$ cat src/rtl/muldiv_unit.sv
// -----------------------------------------------------------------------------
// muldiv_unit
//
// Multi-cycle multiply/divide unit that owns the architectural HI/LO pair.
// It sits in EX next to the single-cycle ALU and shares its operand buses.
//
//   MULT / MULTU : one busy cycle. {hi,lo} = 64-bit product.
//   DIV  / DIVU  : 32 busy cycles of radix-2 restoring division.
//                  lo = quotient, hi = remainder.
//   MTHI / MTLO  : hi or lo = a at the accept edge. Never busy, no done.
//
// Ports
//   clk       in   1   clock, all state on the rising edge
//   reset     in   1   synchronous, active-high; beats every other input
//   in_valid  in   1   EX presents a muldiv instruction this cycle
//   op        in   6   one-hot: [0]MULT [1]MULTU [2]DIV [3]DIVU [4]MTHI [5]MTLO
//   a         in  32   rs operand (dividend / multiplicand / MT source)
//   b         in  32   rt operand (divisor / multiplier)
//   cancel    in   1   pipeline flush: kills an accept and any in-flight op
//   in_ready  out  1   unit can accept an op (== ~busy)
//   busy      out  1   multi-cycle op in flight
//   done      out  1   one-cycle pulse: hi/lo were just written by MULT*/DIV*
//   hi        out 32   HI register
//   lo        out 32   LO register
// -----------------------------------------------------------------------------
module muldiv_unit #(
    parameter int DIV_STEPS = 32
) (
    input  logic        clk,
    input  logic        reset,
    input  logic        in_valid,
    input  logic [5:0]  op,
    input  logic [31:0] a,
    input  logic [31:0] b,
    input  logic        cancel,
    output logic        in_ready,
    output logic        busy,
    output logic        done,
    output logic [31:0] hi,
    output logic [31:0] lo
);

    typedef enum logic [1:0] {
        IDLE = 2'd0,
        MUL  = 2'd1,
        DIV  = 2'd2
    } state_t;

    localparam logic [5:0] LAST_STEP = 6'(DIV_STEPS - 1);

    state_t state_reg;
    state_t state_next;

    // Architectural registers and the done pulse
    logic [31:0] hi_reg;
    logic [31:0] lo_reg;
    logic        done_reg;

    // Multiplier operands, already extended to 33 bits at accept time
    logic [32:0] mul_a_reg;
    logic [32:0] mul_b_reg;

    // Divider working state
    logic [31:0] quot_reg;    // holds remaining dividend bits, fills with quotient
    logic [31:0] rem_reg;     // partial remainder, always < divisor (or 0-divisor case)
    logic [31:0] dvs_reg;     // divisor magnitude
    logic        neg_q_reg;
    logic        neg_r_reg;
    logic [5:0]  count_reg;

    // -------------------------------------------------------------------------
    // Accept decode
    // -------------------------------------------------------------------------
    logic accept;
    logic start_mul;
    logic start_div;
    logic write_mthi;
    logic write_mtlo;

    assign accept     = in_valid & in_ready & ~cancel & (|op);
    assign start_mul  = accept & (op[0] | op[1]);
    assign start_div  = accept & (op[2] | op[3]);
    assign write_mthi = accept & op[4];
    assign write_mtlo = accept & op[5];

    // -------------------------------------------------------------------------
    // Divide operand conditioning: signed DIV works on magnitudes and fixes
    // the signs of the results at the end. Index 0 is the dividend, 1 the
    // divisor. 0x80000000 negates to itself, which is the correct unsigned
    // magnitude, so no special case is needed.
    // -------------------------------------------------------------------------
    logic [31:0] div_in  [2];
    logic [31:0] div_mag [2];
    logic        div_neg [2];

    assign div_in[0] = a;
    assign div_in[1] = b;

    genvar gi;
    generate
        for (gi = 0; gi < 2; gi++) begin : g_div_mag
            assign div_neg[gi] = op[2] & div_in[gi][31];
            assign div_mag[gi] = div_neg[gi] ? (~div_in[gi] + 32'd1) : div_in[gi];
        end
    endgenerate

    // -------------------------------------------------------------------------
    // Multiplier: sign/zero extension to 33 bits happened at accept, so one
    // wrap-around 64-bit multiply of the further-extended operands yields the
    // correct low 64 bits for both MULT and MULTU.
    // -------------------------------------------------------------------------
    logic [63:0] mul_a_wide;
    logic [63:0] mul_b_wide;
    logic [63:0] product;

    assign mul_a_wide = {{31{mul_a_reg[32]}}, mul_a_reg};
    assign mul_b_wide = {{31{mul_b_reg[32]}}, mul_b_reg};
    assign product    = mul_a_wide * mul_b_wide;

    // -------------------------------------------------------------------------
    // Restoring divide step: shift the next dividend bit into the remainder,
    // subtract when it fits. With a zero divisor every step "fits", giving
    // q = all ones and r = dividend without any special handling.
    // -------------------------------------------------------------------------
    logic [32:0] rem_shift;
    logic        rem_ge;
    logic [31:0] rem_step;
    logic [31:0] quot_step;
    logic [31:0] q_final;
    logic [31:0] r_final;
    logic        last_step;

    assign rem_shift = {rem_reg, quot_reg[31]};
    assign rem_ge    = rem_shift >= {1'b0, dvs_reg};
    // When rem_ge holds the true difference fits in 32 bits, so modular
    // subtraction on the low bits is exact.
    assign rem_step  = rem_ge ? (rem_shift[31:0] - dvs_reg) : rem_shift[31:0];
    assign quot_step = {quot_reg[30:0], rem_ge};
    assign q_final   = neg_q_reg ? (~quot_step + 32'd1) : quot_step;
    assign r_final   = neg_r_reg ? (~rem_step + 32'd1) : rem_step;
    assign last_step = (count_reg == LAST_STEP);

    // Result write strobes; a flush in the final cycle discards the result.
    logic mul_write;
    logic div_write;

    assign mul_write = (state_reg == MUL) & ~cancel;
    assign div_write = (state_reg == DIV) & last_step & ~cancel;

    // -------------------------------------------------------------------------
    // FSM: state register
    // -------------------------------------------------------------------------
    always_ff @(posedge clk) begin
        if (reset) begin
            state_reg <= IDLE;
        end else begin
            state_reg <= state_next;
        end
    end

    // -------------------------------------------------------------------------
    // FSM: next state
    // -------------------------------------------------------------------------
    always_comb begin
        state_next = state_reg;
        case (state_reg)
            IDLE: begin
                if (start_mul) begin
                    state_next = MUL;
                end else if (start_div) begin
                    state_next = DIV;
                end
            end
            MUL: begin
                state_next = IDLE;
            end
            DIV: begin
                if (cancel || last_step) begin
                    state_next = IDLE;
                end
            end
            default: begin
                state_next = IDLE;
            end
        endcase
    end

    // -------------------------------------------------------------------------
    // Datapath and architectural registers
    // -------------------------------------------------------------------------
    always_ff @(posedge clk) begin
        if (reset) begin
            hi_reg    <= 32'd0;
            lo_reg    <= 32'd0;
            done_reg  <= 1'b0;
            mul_a_reg <= 33'd0;
            mul_b_reg <= 33'd0;
            quot_reg  <= 32'd0;
            rem_reg   <= 32'd0;
            dvs_reg   <= 32'd0;
            neg_q_reg <= 1'b0;
            neg_r_reg <= 1'b0;
            count_reg <= 6'd0;
        end else begin
            done_reg <= mul_write | div_write;

            if (start_mul) begin
                mul_a_reg <= {op[0] & a[31], a};
                mul_b_reg <= {op[0] & b[31], b};
            end

            if (start_div) begin
                quot_reg  <= div_mag[0];
                rem_reg   <= 32'd0;
                dvs_reg   <= div_mag[1];
                neg_q_reg <= op[2] & (a[31] ^ b[31]);
                neg_r_reg <= op[2] & a[31];
                count_reg <= 6'd0;
            end else if (state_reg == DIV) begin
                quot_reg  <= quot_step;
                rem_reg   <= rem_step;
                count_reg <= count_reg + 6'd1;
            end

            // Result writes only happen while busy and MT writes only while
            // idle, so these branches never compete in practice.
            if (mul_write) begin
                hi_reg <= product[63:32];
                lo_reg <= product[31:0];
            end else if (div_write) begin
                hi_reg <= r_final;
                lo_reg <= q_final;
            end else begin
                if (write_mthi) begin
                    hi_reg <= a;
                end
                if (write_mtlo) begin
                    lo_reg <= a;
                end
            end
        end
    end

    // -------------------------------------------------------------------------
    // Outputs
    // -------------------------------------------------------------------------
    assign busy     = (state_reg != IDLE);
    assign in_ready = ~busy;
    assign done     = done_reg;
    assign hi       = hi_reg;
    assign lo       = lo_reg;

endmodule

$ cat config.mk
export PLATFORM = sky130hd
export DESIGN_NAME = muldiv_unit
export DESIGN_NICKNAME = d
export VERILOG_FILES = /design/src/rtl/muldiv_unit.sv
export SDC_FILE = /design/constraint.sdc
export NUM_CORES = 2
export LEC_CHECK = 0
export ABC_AREA = 1
export CAP_MARGIN = 20
export CORE_ASPECT_RATIO = 0.9
export CORE_MARGIN = 2
export CORE_UTILIZATION = 50
export DETAILED_ROUTE_END_ITERATION = 8
export GPL_ROUTABILITY_DRIVEN = 0
export HOLD_SLACK_MARGIN = 0.03
export PLACE_DENSITY = 0.79
export REMOVE_ABC_BUFFERS = 1
export SYNTH_ARGS = -nofsm -noshare
export SYNTH_HDL_FRONTEND = slang
export SYNTH_SLANG_ARGS = --single-unit
$ cat constraint.sdc
create_clock -name clk -period 20.4 [get_ports clk]
set_input_delay 5.1 -clock clk [delete_from_list [all_inputs] [get_ports clk]]
set_output_delay 5.1 -clock clk [all_outputs]
set_load 0.1 [all_outputs]
# After elaboration in Yosys (flattened, before gate mapping)

Cells that the tools add are included.

Add/sub/neg operators: 6
Multiply operators: 1
$lt $le $gt $ge: 1
Equal/unequal tests: 5
Muxes and demuxes: 17
Bitwise logic cells: 25
Reductions and logical operators: 9

Operators with widths:

| kind                                                   | count |
|---|---|
| 2-to-1 mux 32 bit                                      | 13 |
| adder 32 x 1 -> 32 bit (second input constant)         | 4 |
| inverter 32 bit                                        | 4 |
| multiplier 33 x 33 -> 64 bit                           | 1 |
| greater-or-equal comparator 33 x 32 -> 1 bit           | 1 |
| subtractor 32 bit                                      | 1 |
| AND 1 bit                                              | 15 |
| adder 6 x 1 -> 6 bit (second input constant)           | 1 |
| == test 6 x 5 -> 1 bit (second input constant)         | 1 |
| 2-to-1 mux 2 bit                                       | 3 |
| nonzero test 3 bit                                     | 2 |
| OR reduction 6 bit                                     | 1 |
| case mux 2 bit (2 select lines)                        | 1 |
| nonzero test 2 bit                                     | 2 |
| inequality test 3 bit (second input constant)          | 1 |
| OR 1 bit                                               | 3 |
| == test 2 x 1 -> 1 bit (second input constant)         | 1 |
| == test 2 bit (second input constant)                  | 1 |
| logical NOT 2 bit                                      | 1 |
| inequality test 2 x 1 -> 1 bit (second input constant) | 1 |
| inverter 1 bit                                         | 2 |
| AND reduction 2 bit                                    | 1 |
| OR reduction 2 bit                                     | 1 |
| logical OR 1 bit                                       | 1 |
| bitwise XOR 1 bit                                      | 1 |

Flip-flop bits (word level): 237
Logic and storage cells: 76

# Longest topological paths before layout

Word-level depth: 9
Mapped depth: 36
Depth with buffers taken out: 34

# Worst setup path before layout

No wires, ideal clock.

Path kind: reg2out
From: reg state_reg[1]
To: out busy
Arrival time: 2.599 ns
Path slack: 12.701 ns
Stages on the path, launching flop included: 3
Path buffers: 0
Cells stage by stage: dfxtp_1 > nor2_1 > inv_1

Cells in the longest elaborated chain, start to end: 1

RTL lines:

| item                     | line | text |
|---|---|---|
| start: declaration       | 51   | `state_t state_reg;` |
| start signal: assignment | 157  | `state_reg <= state_next;` |
| nonzero test 2 bit       | 247  | `assign busy = (state_reg != IDLE);` |
| end: declaration         | 37   | `output logic busy,` |

No other way between the ends.

# Final worst setup path

From: reg mul_b_reg[9]
To: reg hi_reg[15], in the netlist hi[15]

Cells in the longest elaborated chain, start to end: 2

RTL lines:

| item                         | line | text |
|---|---|---|
| start: declaration           | 61   | `logic [32:0] mul_b_reg;` |
| start signal: assignment     | 209  | `mul_b_reg <= {op[0] & b[31], b};` |
| multiplier 33 x 33 -> 64 bit | 118  | `assign product = mul_a_wide * mul_b_wide;` |
| 2-to-1 mux 32 bit            | 227  | `if (mul_write) begin` |
| end signal: assignment       | 228  | `hi_reg <= product[63:32];` |
| end signal: assignment       | 231  | `hi_reg <= r_final;` |
| end: declaration             | 55   | `logic [31:0] hi_reg;` |

No other way between the ends.
A chain may end at the register's enable or synchronous reset.

==> results.md <==
| Group | Item | Value |
| --- | --- | --- |
| final layout | Relative area change from synthesis to final layout | 5.95% |
| yosys | Number of cells produced by synthesis | 7514 |
| run status | Run status | finished, final reports clean |
| grt | Number of global-route vias before repair | 50300 |
| worst hold path | Type of the most critical hold path | register to register |
| die | Count of standard-cell rows | 115 |
| clocking | Clock insertion delay at the later pin of the skew report | 0.59 ns |
| yosys | Synthesized area divided by synthesized cell count | 7.38 um^2 |
| yosys | Cell with the most instances after synthesis | sky130_fd_sc_hd__inv_1 |
| timing | Minimum setup slack in the final design | 11.31 ns |
| grt | Antenna violations before repair | 5 |
| yosys | Number of flops mapped to enable cells by yosys | 0 |
| placed design | Number of input and output port buffers inserted | 140 |
| final layout | Final #Nets | 8827 |
| worst hold path | Worst hold endpoint | quot_reg[6]$_SDFFE_PP0P_ |
| timing | Slew of the pin with the lowest slew margin | 1.15 ns |
| timing | Max-slew violation total from the final report | 0 |
| route | Final routed wirelength across all metal layers | 168000 um |
| setup path | Nature of the critical path endpoint | register |
| yosys | Sequential element share of the synthesized area | 0.0856 |
| timing | Shortest clock period the worst path allows after layout | 9.09 ns |
| placed design | Worst setup timing slack at the placement stage | 10.86 ns |
| route | Vias after detailed routing | 48700 |
| yosys | Largest area contributor in the netlist | sky130_fd_sc_hd__fa_1 |
| grt | Remaining global-route overflow | 0 |
| flow run | Maximum capacitance violations | 0 |
| clocking | Clock root cell | sky130_fd_sc_hd__clkbuf_16 |
| power | Power density over the cells | 45.8 nW/um^2 |
| worst hold path | Count of cells along the worst hold path | 2 |
| clocking | Clock buffers created by TritonCTS | 25 |
| final layout | Share of layout cells above drive strength 1 | 0.0351 |
| grt | All-layer global routing usage | 0.301 |
| yosys | Post-synthesis register bit count | 237 |
| die | Die X-Extent | 355 um |
| yosys | Post-synthesis async set-or-reset flop share | 0 |
| die | Number of ports placed on the die boundary | 141 |
| timing | Final period util | 0.446 |
| route | Antenna violation net count after detailed routing | 0 |
| yosys | Synth area leaders | sky130_fd_sc_hd__fa_1, sky130_fd_sc_hd__inv_1, sky130_fd_sc_hd__nand2_1, sky130_fd_sc_hd__dfxtp_1, sky130_fd_sc_hd__ha_1 |
| clocking | TritonCTS Sinks | 237 |
| timing | Max Clock Skew | 0.0291 ns |
| clocking | Number of levels the H-tree was split into | 1 |
| setup path | Flop2flop setup slack | 11.31 ns |
| route | Initial DRC Count | 5918 |
| grt | Maximum number of pins on one net before global-route repair | 86 |
| yosys | Most frequent cells after synthesis | sky130_fd_sc_hd__inv_1, sky130_fd_sc_hd__nand2_1, sky130_fd_sc_hd__fa_1 |
| yosys | Simple-gate share of the synthesized area | 0.190 |
| route | Residual DRC count | 0 |
| clocking | Maximum clock insertion buffer count | 3 |
| yosys | Share of the synthesized area in the top cell type | 0.407 |
| clocking | CTS tree | built |
| yosys | Main synth FF type | sky130_fd_sc_hd__dfxtp_1 |
| worst hold path | Hold path startpoint | quot_reg[6]$_SDFFE_PP0P_ |
| yosys | Post-Synthesis Cell Area | 55400 um^2 |
| setup path | Startpoint types | register |
| yosys | Share of synthesized area spent on multiplexers | 0 |
| setup path | Worst R2R End | hi[15]$_SDFFE_PP0P_ |
| timing | Total count of hold-check failures in the final report | 0 |
| placed design | Sum of net half-perimeters after detailed placement | 135000 um |
| grt | First-pass GRT wire length | 270000 um |
| setup path | Critical register-to-register path startpoint | mul_b_reg[9]$_SDFFE_PP0P_ |
| die | Die Area | 114000 um^2 |
| timing | Peak clock frequency supported by timing | 0.110 GHz |
| power | Peak supply drop | 0.0587 mV |
| route | Number of search-and-repair iterations in the first detailed-routing pass | 9 |
| die | Core region area | 110000 um^2 |
| die | Die boundary height | 320 um |
| setup path | Worst Path Class, Setup | register to register |
| yosys | Dominant combinational cell family by area after synthesis | adder cells |
| setup path | Worst Path Max Fanout | 28 |
| timing | Worst slew margin relative to its limit | 0.233 |
| route | Via density per instance | 5.50 |
| yosys | Count of synthesis-stage warnings from yosys | 0 |
| clocking | Quantity of hold-fixing buffers added after cts | 0 |
| clocking | Post-CTS setup buffer count | 0 |
| timing | Setup repair after global routing missed its margin | no |
| setup path | Required time reported for the critical path endpoint | 20.89 ns |
| route | Post-DR wirelength/cell | 19.0 um |
| yosys | Count of different cell masters after synthesis | 63 |
| yosys | Compound-Gate Fraction of Synth Area | 0.0770 |
| power | Leakage power total | 33.8 nW |
| yosys | Post-synthesis adder-cell area fraction | 0.463 |
| timing | Sum Neg Setup Slack | 0 ns |
| yosys | Post-Synth XOR/XNOR Area | 0.0193 |
| clocking | Clock slew at the register clock pins of the worst setup and hold paths | 0.07 ns |
| die | Initial standard-cell utilization of the core | 0.506 |
| timing | Setup violators final | 0 |
| clocking | PostCTS Resize Cnt | 0 |
| setup path | Arrival time of data at the critical path endpoint | 9.59 ns |
| setup path | Logic depth of the worst register-to-register path | 27 |
[worst max-delay path, stage by stage (launching register included)]
cell,delay (ns)
sky130_fd_sc_hd__dfxtp_1,0.65
sky130_fd_sc_hd__buf_4,0.53
sky130_fd_sc_hd__nand2_1,0.15
sky130_fd_sc_hd__fa_1,0.55
sky130_fd_sc_hd__inv_1,0.05
sky130_fd_sc_hd__fa_1,0.46
sky130_fd_sc_hd__fa_1,0.50
sky130_fd_sc_hd__inv_1,0.05
sky130_fd_sc_hd__fa_1,0.45
sky130_fd_sc_hd__fa_1,0.51
sky130_fd_sc_hd__inv_1,0.05
sky130_fd_sc_hd__fa_1,0.51
sky130_fd_sc_hd__fa_1,0.49
sky130_fd_sc_hd__inv_1,0.05
sky130_fd_sc_hd__fa_1,0.53
sky130_fd_sc_hd__inv_1,0.06
sky130_fd_sc_hd__ha_1,0.34
sky130_fd_sc_hd__nand2_1,0.10
sky130_fd_sc_hd__nor2_1,0.40
sky130_fd_sc_hd__nand4_1,0.16
sky130_fd_sc_hd__o211ai_1,0.72
sky130_fd_sc_hd__a21o_1,0.27
sky130_fd_sc_hd__a21oi_1,0.14
sky130_fd_sc_hd__o21ai_0,0.58
sky130_fd_sc_hd__nand3_1,0.20
sky130_fd_sc_hd__nand3b_1,0.14
sky130_fd_sc_hd__nand3_1,0.09
sky130_fd_sc_hd__a31oi_1,0.21
[worst max-delay path by stage]
| stage | startpoint | endpoint | slack, ns |
|---|---|---|---|
| 2_1_floorplan | cancel | hi[20]$_SDFFE_PP0P_ | 9.23 |
| 3_3_place_gp | op[2] | rem_reg[31]$_SDFFE_PP0P_ | 11.04 |
| 3_5_place_dp | op[2] | rem_reg[27]$_SDFFE_PP0P_ | 10.86 |
| 4_1_cts | op[2] | rem_reg[27]$_SDFFE_PP0P_ | 11.44 |
| 5_1_grt | mul_b_reg[9]$_SDFFE_PP0P_ | hi[15]$_SDFFE_PP0P_ | 11.12 |
| 6_report | mul_b_reg[9]$_SDFFE_PP0P_ | hi[15]$_SDFFE_PP0P_ | 11.31 |
[report_power, final]
group,internal (mW),leakage [nW],switching [mW],total (mW)
clock,0.278,0.425,0.227,0.506
sequential,0.496,1.94,0.0536,0.550
combinational,0.502,31.4,1.13,1.64
total,1.28,33.8,1.41,2.69
[metrics by stage]
stage | cells | power [mW] | hold WS [ns] | area (um^2) | utilization
2_1_floorplan | 7126 | 1.64 | 0.447 | 53900 | -
3_3_place_gp | 8810 | 2.10 | 0.468 | 57800 | 0.527
3_5_place_dp | 8810 | 2.13 | 0.473 | 57800 | 0.527
4_1_cts | 8856 | 2.64 | 0.483 | 58600 | 0.535
5_1_grt | 8860 | 2.86 | 0.508 | 58700 | 0.536
6_report | 8865 | 2.69 | 0.484 | 58700 | 0.536
[final cells by class]
cell class | count | area [um^2]
fill | 10000 | 50900
multi-input combinational | 4864 | 41600
inverter | 2025 | 7600
sequential | 237 | 4750
timing repair buffer | 225 | 2070
tap | 1462 | 1830
clock buffer | 29 | 671
clock inverter | 17 | 200
antenna | 6 | 15.0
[routing by layer]
layer | GRT usage | share of wire
met5 | 0 | 0.0021
met4 | 0.129 | 0.054
met3 | 0.0956 | 0.14
met2 | 0.457 | 0.43
met1 | 0.396 | 0.38
[kinds of logic after synthesis]
| kind of cell | Yosys count |
|---|---|
| compound gates | 786 |
| xor+xnor | 122 |
| fa+ha+maj | 1375 |
| buf+inv | 2413 |
| flops | 237 |
| simple gates | 2581 |
[cell usage in the layout, fill, tap and decap left out, types with 12 or more instances in the layout]
cell type / count
sky130_fd_sc_hd__inv_1: 2002
sky130_fd_sc_hd__nand2_1: 1863
sky130_fd_sc_hd__fa_1: 1126
sky130_fd_sc_hd__o21ai_0: 347
sky130_fd_sc_hd__nor2_1: 340
sky130_fd_sc_hd__a21oi_1: 288
sky130_fd_sc_hd__ha_1: 249
sky130_fd_sc_hd__dfxtp_1: 232
sky130_fd_sc_hd__nand3_1: 167
sky130_fd_sc_hd__clkdlybuf4s50_1: 139
sky130_fd_sc_hd__buf_4: 82
sky130_fd_sc_hd__xor2_1: 79
sky130_fd_sc_hd__a31oi_1: 46
sky130_fd_sc_hd__xnor2_1: 43
sky130_fd_sc_hd__nor3_1: 42
sky130_fd_sc_hd__nand4_1: 38
sky130_fd_sc_hd__nand2_2: 33
sky130_fd_sc_hd__clkbuf_16: 25
sky130_fd_sc_hd__o211ai_1: 21
sky130_fd_sc_hd__inv_2: 18
sky130_fd_sc_hd__nor2_2: 18
sky130_fd_sc_hd__nand3b_1: 17
sky130_fd_sc_hd__nor4_1: 12
No activity file was read; power rests on OpenSTA's default activity.
